$ cat config.mk
export PLATFORM = sky130hd
export DESIGN_NAME = fetch_prefetch_queue
export DESIGN_NICKNAME = d
export VERILOG_FILES = /design/src/rtl/fetch_pkg.sv /design/src/rtl/sync_fifo.sv /design/src/rtl/fetch_prefetch_queue.sv
export SDC_FILE = /design/constraint.sdc
export NUM_CORES = 1
export LEC_CHECK = 0
export ABC_CLOCK_PERIOD_IN_PS = 6700
export CORE_MARGIN = 2
export CORE_UTILIZATION = 61
export DETAILED_ROUTE_END_ITERATION = 16
export HOLD_SLACK_MARGIN = 0.06
export PLACE_DENSITY = 0.94
export SLEW_MARGIN = 0
export SYNTH_ARGS = -nofsm -noshare
export SYNTH_HDL_FRONTEND = slang
export SYNTH_SLANG_ARGS = --single-unit
$ cat constraint.sdc
create_clock -name i_clk -period 6.7 [get_ports i_clk]
set_clock_uncertainty 0.1 [all_clocks]
set_input_delay 2.01 -clock i_clk [delete_from_list [all_inputs] [get_ports i_clk]]
set_output_delay 2.01 -clock i_clk [all_outputs]
set_load 0.02 [all_outputs]
$ cat src/rtl/fetch_pkg.sv
// Shared defaults and the decoded-entry type for the instruction fetch slice.
package fetch_pkg;

    localparam int unsigned         DEF_XLEN       = 32;
    localparam int unsigned         DEF_DEPTH      = 4;
    localparam int unsigned         DEF_PC_STEP    = 4;
    localparam logic [DEF_XLEN-1:0] DEF_RESET_ADDR = 32'h0000_0000;

    typedef struct packed {
        logic [DEF_XLEN-1:0] pc;
        logic [DEF_XLEN-1:0] inst;
    } inst_entry_t;

endpackage

$ cat src/rtl/sync_fifo.sv
// Single-clock FIFO with synchronous flush; head is read straight from storage.
module sync_fifo #(
    parameter int unsigned WIDTH = 32,
    parameter int unsigned DEPTH = 4
) (
    input  logic                    i_clk,
    input  logic                    i_rst_n,
    input  logic                    i_flush,
    input  logic                    i_push,
    input  logic [WIDTH-1:0]        i_data,
    input  logic                    i_pop,
    output logic [WIDTH-1:0]        o_data,
    output logic                    o_empty,
    output logic [$clog2(DEPTH):0]  o_count
);

    localparam int unsigned AW = $clog2(DEPTH);

    logic [WIDTH-1:0] mem [DEPTH];
    logic [AW-1:0]    wr_ptr;
    logic [AW-1:0]    rd_ptr;
    logic [AW:0]      count;
    logic             full;
    logic             do_push;
    logic             do_pop;

    assign full    = (count == (AW+1)'(DEPTH));
    assign o_empty = (count == '0);
    assign o_count = count;
    assign o_data  = mem[rd_ptr];

    // A push into a full FIFO is accepted only when the head leaves in the same cycle.
    assign do_pop  = i_pop && !o_empty;
    assign do_push = i_push && (!full || do_pop);

    always_ff @(posedge i_clk or negedge i_rst_n) begin
        if (!i_rst_n) begin
            wr_ptr <= '0;
            rd_ptr <= '0;
            count  <= '0;
        end else if (i_flush) begin
            wr_ptr <= '0;
            rd_ptr <= '0;
            count  <= '0;
        end else begin
            if (do_push) wr_ptr <= wr_ptr + AW'(1);
            if (do_pop)  rd_ptr <= rd_ptr + AW'(1);
            count <= count + (AW+1)'(do_push) - (AW+1)'(do_pop);
        end
    end

    always_ff @(posedge i_clk) begin
        if (do_push && !i_flush) mem[wr_ptr] <= i_data;
    end

endmodule

$ cat src/rtl/fetch_prefetch_queue.sv
// Decoupled instruction prefetcher: credit-limited imem requests, PC tagging of
// in-order responses, and a flushable instruction queue feeding decode.
module fetch_prefetch_queue
    import fetch_pkg::*;
#(
    parameter int unsigned      XLEN       = DEF_XLEN,
    parameter logic [XLEN-1:0]  RESET_ADDR = XLEN'(DEF_RESET_ADDR),
    parameter int unsigned      DEPTH      = DEF_DEPTH,
    parameter int unsigned      PC_STEP    = DEF_PC_STEP
) (
    input  logic            i_clk,
    input  logic            i_rst_n,
    input  logic            i_redirect,
    input  logic [XLEN-1:0] i_redirect_pc,
    output logic            o_imem_req,
    output logic [XLEN-1:0] o_imem_addr,
    input  logic            i_imem_gnt,
    input  logic            i_imem_rvalid,
    input  logic [XLEN-1:0] i_imem_rdata,
    output logic            o_inst_valid,
    output logic [XLEN-1:0] o_inst,
    output logic [XLEN-1:0] o_inst_pc,
    input  logic            i_inst_ready
);

    localparam int unsigned CW = $clog2(DEPTH) + 1;

    typedef struct packed {
        logic [XLEN-1:0] pc;
        logic [XLEN-1:0] inst;
    } entry_t;

    logic [XLEN-1:0] fetch_pc;
    logic [CW-1:0]   outstanding;
    logic [CW-1:0]   drop_cnt;
    logic [CW-1:0]   occupancy;
    logic [CW-1:0]   tag_count;
    logic [CW:0]     credit_sum;
    logic [XLEN-1:0] tag_pc;
    logic            tag_empty;
    logic            q_empty;
    entry_t          push_entry;
    entry_t          head_entry;
    logic            grant;
    logic            rsp_ok;
    logic            rsp_keep;
    logic            rsp_drop;
    logic            pop;

    assign credit_sum   = {1'b0, occupancy} + {1'b0, outstanding};
    assign o_imem_req   = i_rst_n && !i_redirect && (credit_sum < (CW+1)'(DEPTH));
    assign o_imem_addr  = fetch_pc;
    assign grant        = o_imem_req && i_imem_gnt;

    // A response with nothing outstanding is a protocol error and is ignored.
    assign rsp_ok       = i_imem_rvalid && (outstanding != '0);
    assign rsp_drop     = rsp_ok && (drop_cnt != '0);
    assign rsp_keep     = rsp_ok && (drop_cnt == '0);

    assign o_inst_valid = !q_empty && !i_redirect;
    assign pop          = o_inst_valid && i_inst_ready;
    assign o_inst       = q_empty ? '0 : head_entry.inst;
    assign o_inst_pc    = q_empty ? '0 : head_entry.pc;

    assign push_entry.pc   = tag_pc;
    assign push_entry.inst = i_imem_rdata;

    sync_fifo #(
        .WIDTH (XLEN),
        .DEPTH (DEPTH)
    ) u_tag_fifo (
        .i_clk   (i_clk),
        .i_rst_n (i_rst_n),
        .i_flush (i_redirect),
        .i_push  (grant),
        .i_data  (fetch_pc),
        .i_pop   (rsp_keep),
        .o_data  (tag_pc),
        .o_empty (tag_empty),
        .o_count (tag_count)
    );

    sync_fifo #(
        .WIDTH (2*XLEN),
        .DEPTH (DEPTH)
    ) u_inst_fifo (
        .i_clk   (i_clk),
        .i_rst_n (i_rst_n),
        .i_flush (i_redirect),
        .i_push  (rsp_keep),
        .i_data  (push_entry),
        .i_pop   (pop),
        .o_data  (head_entry),
        .o_empty (q_empty),
        .o_count (occupancy)
    );

    // On redirect every request still in flight, minus the one answering now, becomes stale.
    always_ff @(posedge i_clk or negedge i_rst_n) begin
        if (!i_rst_n) begin
            fetch_pc    <= RESET_ADDR;
            outstanding <= '0;
            drop_cnt    <= '0;
        end else if (i_redirect) begin
            fetch_pc    <= i_redirect_pc;
            outstanding <= outstanding - CW'(rsp_ok);
            drop_cnt    <= outstanding - CW'(rsp_ok);
        end else begin
            if (grant) fetch_pc <= fetch_pc + XLEN'(PC_STEP);
            outstanding <= outstanding + CW'(grant) - CW'(rsp_ok);
            if (rsp_drop) drop_cnt <= drop_cnt - CW'(1);
        end
    end

    property p_no_orphan_rsp;
        @(posedge i_clk) disable iff (!i_rst_n) i_imem_rvalid |-> (outstanding != '0);
    endproperty
    a_no_orphan_rsp: assert property (p_no_orphan_rsp);

    property p_tag_tracks_live;
        @(posedge i_clk) disable iff (!i_rst_n) (tag_count == outstanding - drop_cnt) && (tag_empty == (tag_count == '0));
    endproperty
    a_tag_tracks_live: assert property (p_tag_tracks_live);

endmodule
; ---- Word-level counts from Yosys, hierarchy flattened
; Memories as Yosys holds them, arrays and structs flattened.
; Index checks and enable logic that the tools add are counted.
[totals]
regBits = 52
mem_bits_rw = 384
input_bits = 70
output_inout_bits = 98
wordCells = 81
n_memories = 2
[memory_table]
columns = name, words, width, read_ports, rd_ports_with_merged_regs, wr, line
row1 = u_inst_fifo.mem, 4, 64, 1, 0, 1, sync_fifo.sv:19  ; logic [WIDTH-1:0] mem [DEPTH];
row2 = u_tag_fifo.mem, 4, 32, 1, 0, 1, sync_fifo.sv:19
[op_classes]
add_sub_neg = 14
magnitude_cmp = 1
eq_ne = 2
muxes = 21
n_reduce_logical = 32
[ops]
columns = cell, n
row1 = 32-bit two-way mux, 4
row2 = 32-bit by 3-bit adder with 32-bit output (second input constant), 1
row3 = 2-bit two-way mux, 8
row4 = 3-bit two-way mux, 5
row5 = 1-bit logical AND, 14
row6 = 2-bit nonzero test, 6
row7 = 3-bit by 1-bit subtractor with 3-bit output, 4
row8 = 3-bit by 1-bit adder with 3-bit output, 3
row9 = 3-bit logical NOT, 3
row10 = 2-bit by 1-bit adder with 2-bit output (second input constant), 4
row11 = 3-bit equality test (second input constant), 2
row12 = 3-bit nonzero test, 2
row13 = 1-bit logical NOT, 5
row14 = 3-bit by 3-bit adder with 4-bit output, 1
row15 = 4-bit by 3-bit < comparator with 1-bit output (second input constant), 1
row16 = 1-bit two-way mux, 4
row17 = 3-bit by 1-bit subtractor with 3-bit output (second input constant), 1
row18 = 1-bit logical OR, 2

; ---- Depth between registers and ports, before layout
; Gate-level depths: netlist of run 1.
[logic_depth]
depth_word = 10
mapped_depth = 13
ltp_nobuf = 11

; ---- Hierarchy
; Synthesis of run 1 repeated with hierarchy kept, for this count alone.
[unflattened]
cells_unflattened = 935
hier_area_um2 = 17644.4
[modules_own_cells]
columns = mod, instances, cells_each, area_each_um2, seq_area_each_um2
row1 = sync_fifo at u_inst_fifo, 1, 378, 9690.5, 7862.5
row2 = sync_fifo at u_tag_fifo, 1, 212, 5106.1, 4018.9
row3 = fetch_prefetch_queue, 1, 345, 2847.7, 950.9

; ---- Least setup slack after synthesis of run 1
; Ideal clock, no wire load.
[synth_timing]
kind = input to output
startpoint = input port i_redirect
endpoint = output port o_imem_req
arrival_ns = 2.806
required_time_ns = 4.590
path_slack_ns = 1.784
path_stages = 4
n_path_buf = 2
cell_sequence = buf_2 inv_2 clkbuf_1 and3_1
[synth_via]
elab_chain_len = 3
[synth_rtl]
columns = element, line
row1 = "start, declared", fetch_prefetch_queue.sv:13  ; input logic i_redirect,
row2 = 1-bit logical NOT, fetch_prefetch_queue.sv:51  ; assign o_imem_req = i_rst_n && !i_redirect && (credit_sum < (CW+1)'(DEPTH));
row3 = 1-bit logical AND (2 in series), fetch_prefetch_queue.sv:51
row4 = "end, declared", fetch_prefetch_queue.sv:15  ; output logic o_imem_req,
; No other way between the ends.

; ---- Final worst setup path of run 1
[layout_timing]
startpoint = register u_inst_fifo.rd_ptr[0]
endpoint = output port o_inst_pc[4]
[layout_via]
elab_chain_len = 2
[layout_rtl]
columns = element, line
row1 = "start, declared", sync_fifo.sv:21  ; logic [AW-1:0] rd_ptr;
row2 = "start signal, assigned", sync_fifo.sv:47  ; if (do_pop) rd_ptr <= rd_ptr + AW'(1);
row3 = memory read 4 x 64 bit, --
row4 = 32-bit two-way mux, fetch_prefetch_queue.sv:63  ; assign o_inst_pc = q_empty ? '0 : head_entry.pc;
row5 = "end, declared", fetch_prefetch_queue.sv:22  ; output logic [XLEN-1:0] o_inst_pc,
; No other way between the ends.

==> metrics.txt, run 1 <==
Power Density=349 nW/um^2; max_cap viols=0; Max Freq=0.185 GHz; num rows=61; pre-CTS setup slack=1.48 ns; Final Wtd Congestion=0.808; # IOs=168; Post-Layout Cell Count=1519; Worst-Margin Slew=1.06 ns; CTS max path bufs=3; placed instance count=1444; setup bufs post-CTS=0; initial antenna violation count=0; leading area contributor after synthesis=edfxtp_1; RSZ-0062 raised after global routing=false; Worst Slack Setup Final=1.28 ns; hold_buf cts=0; Min Clock Period, post-route=5.42 ns; Crit path max-delay family=flip-flops; FFs w/ async S/R, synth=0.119; Worst Path Required=4.59 ns; area share of the largest cell type after synthesis=0.660; antenna-violating nets left=0; YS warnings=0; Cells after Synth=929; Cell Area, Synth=17500 um^2; Post-Route Setup TNS=0 ns; critical path class=flop to primary output; Rel. slew slack=0.296; worst skew pair latency=0.53 ns; fin nets=1204; sequential share of the synthesized area=0.735; DRC errors left=0; CP peak stage delay=1.01 ns; Worst EP arrival=3.31 ns; Buf/Inv on CP=2; slowest library cell on the worst path=dfrtp_4; number of buffers created by CTS=42; H-tree levels=2; final setup fails=0; via/cell ratio=6.36; crit path launch type=flop; Leakage=0.00689 uW; gr ovfl total=0; Slew Limit Fails=0; vias in the first global route=9987; DRT iter0 DRCs=1058; PortBufs=167; ant diodes=0; layout cells sized above 1=0.167; Initial Utilization=0.624; cell breakdown of the critical path=buf_4, mux4_2, and2_1, clkdlybuf4s50_1; crit-path max FO=43; HP Class=flop to flop; CTS sink cnt=436; Seq cells post-synth=436; largest net degree at the start of global routing=65; final worst-path cycle share=0.809; main flop type after synthesis=edfxtp_1; die width=173 um; DIE AREA=30000 um^2; clock root buffer=clkbuf_16; Reg clk slew, reported paths=0.07 ns; status=finished, final reports clean; syn_area_per_cell=18.8 um^2; CTS tree=yes; post-DP HPWL=22300 um; final WL=38600 um; Die Y-Extent=173 um; core area=28000 um^2; First-pass DRT Iterations=5; Netlist cell types=60; GR Util All Layers=0.262; Fin. Hold Viols=0; routed len/inst=25.4 um; VDD IR max=223 uV; Post-CTS Resized=0; Crit. End Element=primary output; synth top area cells=edfxtp_1 (66%), mux4_2 (12%), dfrtp_1 (7.4%); Area Overhead vs Synth=19.4%; Post-Syn Nets=1023; Post-synth EDFFs=384; final core occ=0.744; Via Count=9661; first-pass GRT wire length=59600 um
cells by family after synthesis:
| group | synth area share |
|---|---|
| DFF | 0.735 |
| adders and majority gates | 0.0185 |
| buffers and inverters | 0.0171 |
| AOI/OAI and AO/OA | 0.0277 |
| and+or+nand+nor | 0.0668 |
| muxes | 0.127 |
| xor gates and xnor gates | 0.00802 |
final cells by class:
type                    count  area [um^2]
flip-flops and latches    436        12800
fillers                  1505         7160
multi-input cells         423         4350
repair buffers            180         1770
clock buffers              57         1140
well taps                 378          473
clock inverters            18          171
inverters                  27          109
cells in the final DEF (no fill, tap or decap), types with 4 or more instances in the layout:
cell               n
a21oi_1            9
a31oi_1            5
and2_1            72
and2_4             4
buf_4             12
clkbuf_1          13
clkbuf_16         43
clkdlybuf4s50_1  165
clkinv_1           7
dfrtp_1           49
edfxtp_1         384
ha_1              21
inv_1             25
mux2i_1            4
mux4_2            96
nand2_1           43
nand3_1           18
nand4_1           12
nor2_1            30
nor2b_1            4
o211ai_1           8
o21ai_0           18
o21ai_1            4
o311ai_1           4
xnor2_1            6
xor2_1            10
synthesized netlist by cell type, types with 4 or more instances:
master    number
edfxtp_1     384
buf_1          5
xnor2_1        6
and2_1        76
nand4_1       12
mux4_2        96
or3_1          4
nand2_1       43
o21ai_0       18
nor2_1        30
xor2_1        10
o21ai_1        4
o311ai_1       4
nand3_1       18
mux2i_1        4
clkbuf_1      21
nor2b_1        4
inv_1         25
a31oi_1        5
a21oi_1        9
dfrtp_1       52
ha_1          21
buf_2         14
o211ai_1       8
flip-flops by register name, indices dropped and copies added (netlist names):
register and cells:
u_inst_fifo.mem 256, drop_cnt 3, u_inst_fifo.wr_ptr 2, o_imem_addr 32, outstanding 3, u_tag_fifo.rd_ptr 2
u_tag_fifo.o_count 3, u_inst_fifo.rd_ptr 2, u_tag_fifo.wr_ptr 2, u_tag_fifo.mem 128, u_inst_fifo.o_count 3
layer usage:
layer	up-vias	track usage	wire length (um)	share of wire
li1	4033	-	-	-
met1	4988	0.352	14700	0.38
met2	560	0.443	19800	0.51
met3	80	0.0454	3110	0.080
met4	0	0.0879	1010	0.026
met5	-	0	0	0
per-stage QoR:
step / area, um^2 / hold slack, ns / power [uW]
floorplan: 17500 / 0.403 / 4310
global placement: 19500 / 0.415 / 4990
detailed placement: 19500 / 0.445 / 5050
CTS: 20900 / 0.454 / 7310
global route: 20900 / 0.496 / 7530
finish: 20900 / 0.461 / 7280
worst reg2reg max path: cells and delay by family (launching register included):
kind | cells | cell delay, ns
AND/OR/NAND/NOR | 3 | 0.96
buffers and inverters | 3 | 0.92
flip-flops | 1 | 0.48
AO/OA/AOI/OAI | 1 | 0.41
adder cells (fa/ha/maj) | 1 | 0.33
path summary, 6_finish.rpt:
kind	endpoint	slack, ns	from	depth (start not counted)
max in group asynchronous	u_inst_fifo.rd_ptr[0]	4.35	i_rst_n	2
setup / recovery	o_inst_pc[4]	1.28	u_inst_fifo.rd_ptr[0]	4
hold reg to reg	u_tag_fifo.wr_ptr[0]	0.46	u_tag_fifo.wr_ptr[0]	1
min in group asynchronous	o_imem_addr[20]	1.58	i_rst_n	2
setup reg to reg	u_tag_fifo.mem[3][22]	3.13	u_inst_fifo.o_count[2]	8
hold / removal	u_tag_fifo.wr_ptr[0]	0.46	u_tag_fifo.wr_ptr[0]	1
power breakdown:
part           switching (uW)  internal (uW)
sequential                219           3110
clock                     959           1310
combinational             846            835
total                    2020           5250
Power figures use the tool's default switching activity.
==> run 2: changes to the inputs <==
--- a/config.mk
+++ b/config.mk
@@ -5,12 +5,12 @@
 export SDC_FILE = /design/constraint.sdc
 export NUM_CORES = 1
 export LEC_CHECK = 0
-export ABC_CLOCK_PERIOD_IN_PS = 6700
+export ABC_CLOCK_PERIOD_IN_PS = 4950
 export CORE_MARGIN = 2
-export CORE_UTILIZATION = 61
+export CORE_UTILIZATION = 52
 export DETAILED_ROUTE_END_ITERATION = 16
 export HOLD_SLACK_MARGIN = 0.06
-export PLACE_DENSITY = 0.94
+export PLACE_DENSITY = 0.86
 export SLEW_MARGIN = 0
 export SYNTH_ARGS = -nofsm -noshare
 export SYNTH_HDL_FRONTEND = slang
==> constraint.sdc (replaced) <==
create_clock -name i_clk -period 4.95 [get_ports i_clk]
set_clock_uncertainty 0.1 [all_clocks]
set_input_delay 1.485 -clock i_clk [delete_from_list [all_inputs] [get_ports i_clk]]
set_output_delay 1.485 -clock i_clk [all_outputs]
set_load 0.02 [all_outputs]
==> metrics.txt, run 2 (synthesized netlist as in run 1, its figures left out) <==
Seq pwr share=0.450 (was 0.457); Fin. Hold Viols=0 (unchanged); CTS max path bufs=3 (unchanged); layout cells sized above 1=0.175 (was 0.167); RSZ-0062 raised after global routing=false (unchanged); r2r worst-path depth=11 (was 8); setup bufs post-CTS=0 (unchanged); Final Cell Area=21100 um^2 (was 20900 um^2); first-pass GRT wire length=57800 um (was 59600 um); fin nets=1217 (was 1204); GR Util All Layers=0.215 (was 0.262); VDD IR max=292 uV (was 223 uV); commonest non-fill, non-tap cell in the layout=edfxtp_1 (unchanged); antenna-violating nets left=0 (unchanged); Reg clk slew, reported paths=0.06 ns (was 0.07 ns); commonest non-fill, non-tap cells in the layout=edfxtp_1 (384), clkdlybuf4s50_1 (165), mux4_2 (96) (unchanged); internal power=7140 uW (was 5250 uW); RR Startpoint=outstanding[2] (was u_inst_fifo.o_count[2]); HP Class=flop to flop (unchanged); First-pass DRT Iterations=7 (was 5); Worst Path Required=3.37 ns (was 4.59 ns); fillers=2221 (was 1505); final worst-path cycle share=0.899; Multi-input gate area=4350 um^2 (unchanged); critical path class=flop to primary output (unchanged); CP peak stage delay=0.71 ns (was 1.01 ns); Largest Register=u_inst_fifo.mem (unchanged); placed cell area=19800 um^2 (was 19500 um^2); vias in the first global route=9913 (was 9987); Post-Layout Cell Count=1603 (was 1519); number of buffers created by CTS=42 (unchanged); final WL=37300 um (was 38600 um); DRC errors left=0 (unchanged); final setup fails=0 (unchanged); CTS tree=yes (unchanged); post-DP HPWL=23000 um (was 22300 um); Via Count=9541 (was 9661); DIE AREA=35100 um^2 (was 30000 um^2); Comb pwr share=0.240 (was 0.231); FF-to-FF setup slack=1.76 ns (was 3.13 ns); core area=33300 um^2 (was 28000 um^2); Crit. End Element=primary output (unchanged); PortBufs=167 (unchanged); # IOs=168 (unchanged); clock root buffer=clkbuf_16 (unchanged); cell breakdown of the critical path=buf_12, mux4_2, and2_1, clkdlybuf4s50_1 (was buf_4, mux4_2, and2_1, clkdlybuf4s50_1); crit path launch type=flop (unchanged); num rows=67 (was 61); Worst-Margin Slew=1.01 ns (was 1.06 ns); hold_buf cts=0 (unchanged); gr ovfl total=0 (unchanged); Die Y-Extent=187 um (was 173 um); Area Overhead vs Synth=20.9% (was 19.4%); DRT iter0 DRCs=876 (was 1058); register area=12800 um^2 (unchanged); via/cell ratio=5.95 (was 6.36); Power Density=465 nW/um^2 (was 349 nW/um^2); Rel. slew slack=0.326 (was 0.296); R2R Path End=outstanding[2] (was u_tag_fifo.mem[3][22]); Final Wtd Congestion=0.829 (was 0.808); worst skew pair latency=0.53 ns (about the same); CTS sink cnt=436 (unchanged); initial antenna violation count=1 (was 0); Post-CTS Resized=0 (unchanged); Post-Route Setup TNS=0 ns (unchanged); Min Clock Period, post-route=4.45 ns; smallest hold slack=0.451 ns (was 0.461 ns); Slew Limit Fails=0 (unchanged); Leakage=0.00698 uW (was 0.00689 uW); Initial Utilization=0.525 (was 0.624); Clk pwr share=0.311 (was 0.312); largest net degree at the start of global routing=67 (was 65); Net Sw Frac=0.274 (was 0.278); max_cap viols=0 (unchanged); switching pwr=2690 uW (was 2020 uW); Worst EP arrival=2.86 ns (was 3.31 ns); die width=187 um (was 173 um); routed len/inst=23.3 um (was 25.4 um); Max Freq=0.225 GHz; Hold Path Sink=u_tag_fifo.mem[1][0] (was u_tag_fifo.wr_ptr[0]); hold path depth=0 (was 1); min-delay src=o_imem_addr[0] (was u_tag_fifo.wr_ptr[0]); placed instance count=1527 (was 1444); slowest library cell on the worst path=dfrtp_4 (unchanged); status=finished, final reports clean (unchanged); H-tree levels=2 (unchanged); max reg flops=256 (unchanged); crit-path max FO=26 (was 43)
==> run 2: cell count changes in the layout (fill, tap and decap cells not counted), moves of 2 or more <==
cell        delta
buf_12         +7
clkinv_2       +2
inv_6          -2
buf_4          +6
clkinv_1       +2
clkinvlp_4     -2
==> run 2: metal layers <==
| metal | routed length [um] | track usage | vias to the layer above |
|---|---|---|---|
| met5 | 0 | 0 | - |
| met4 | 1050 | 0.0714 | 0 |
| met3 | 2680 | 0.0366 | 90 |
| met2 | 18900 | 0.363 | 473 |
| met1 | 14700 | 0.288 | 4921 |
| li1 | - | - | 4057 |
==> run 2: power groups by stage <==
stage | clock network [uW] | registers [uW] | logic (uW)
6_report | 3050 | 4420 | 2360
5_1_grt | 3250 | 4450 | 2510
4_1_cts | 3100 | 4420 | 2390
3_5_place_dp | 0 | 4500 | 2360
3_3_place_gp | 0 | 4480 | 2310
2_1_floorplan | 0 | 4430 | 1400
==> run 2: through the flow <==
| step | total power, uW | setup slack (ns) | util |
|---|---|---|---|
| 2_1_floorplan | 5830 | 0.742 | - |
| 3_3_place_gp | 6790 | 0.772 | 0.595 |
| 3_5_place_dp | 6860 | 0.772 | 0.595 |
| 4_1_cts | 9910 | 0.424 | 0.635 |
| 5_1_grt | 10200 | 0.383 | 0.635 |
| 6_report | 9830 | 0.501 | 0.635 |
==> run 2: layout make-up <==
class | count | area share
timing repair buffer | 193 | 0.0926
inverter | 27 | 0.00515
clock inverter | 21 | 0.0100
clock buffer | 54 | 0.0519
tap | 448 | 0.0265
sequential | 436 | 0.608
multi-input combinational | 423 | 0.206
antenna | 1 | 0.000118
==> run 2: how the worst max path moves through the flow <==
| stage | to | start | cells after the start | slack (ns) |
|---|---|---|---|---|
| finish | o_inst[5] | u_inst_fifo.rd_ptr[0] | 4 | 0.50 |
| global route | o_inst[5] | u_inst_fifo.rd_ptr[0] | 4 | 0.38 |
| CTS | o_inst_pc[24] | u_inst_fifo.rd_ptr[0] | 4 | 0.42 |
| detailed placement | u_inst_fifo.mem[0][12] | i_imem_rvalid | 6 | 0.77 |
| global placement | o_imem_req | i_redirect | 4 | 0.77 |
| floorplan | u_inst_fifo.mem[1][0] | i_imem_rvalid | 4 | 0.74 |
==> run 2: critical path: cells and delay by family (launching register included) <==
family	cells	cell delay, ns
multiplexers	1	0.55
AND/OR/NAND/NOR	1	0.19
buffers and inverters	2	0.87
flip-flops	1	0.71
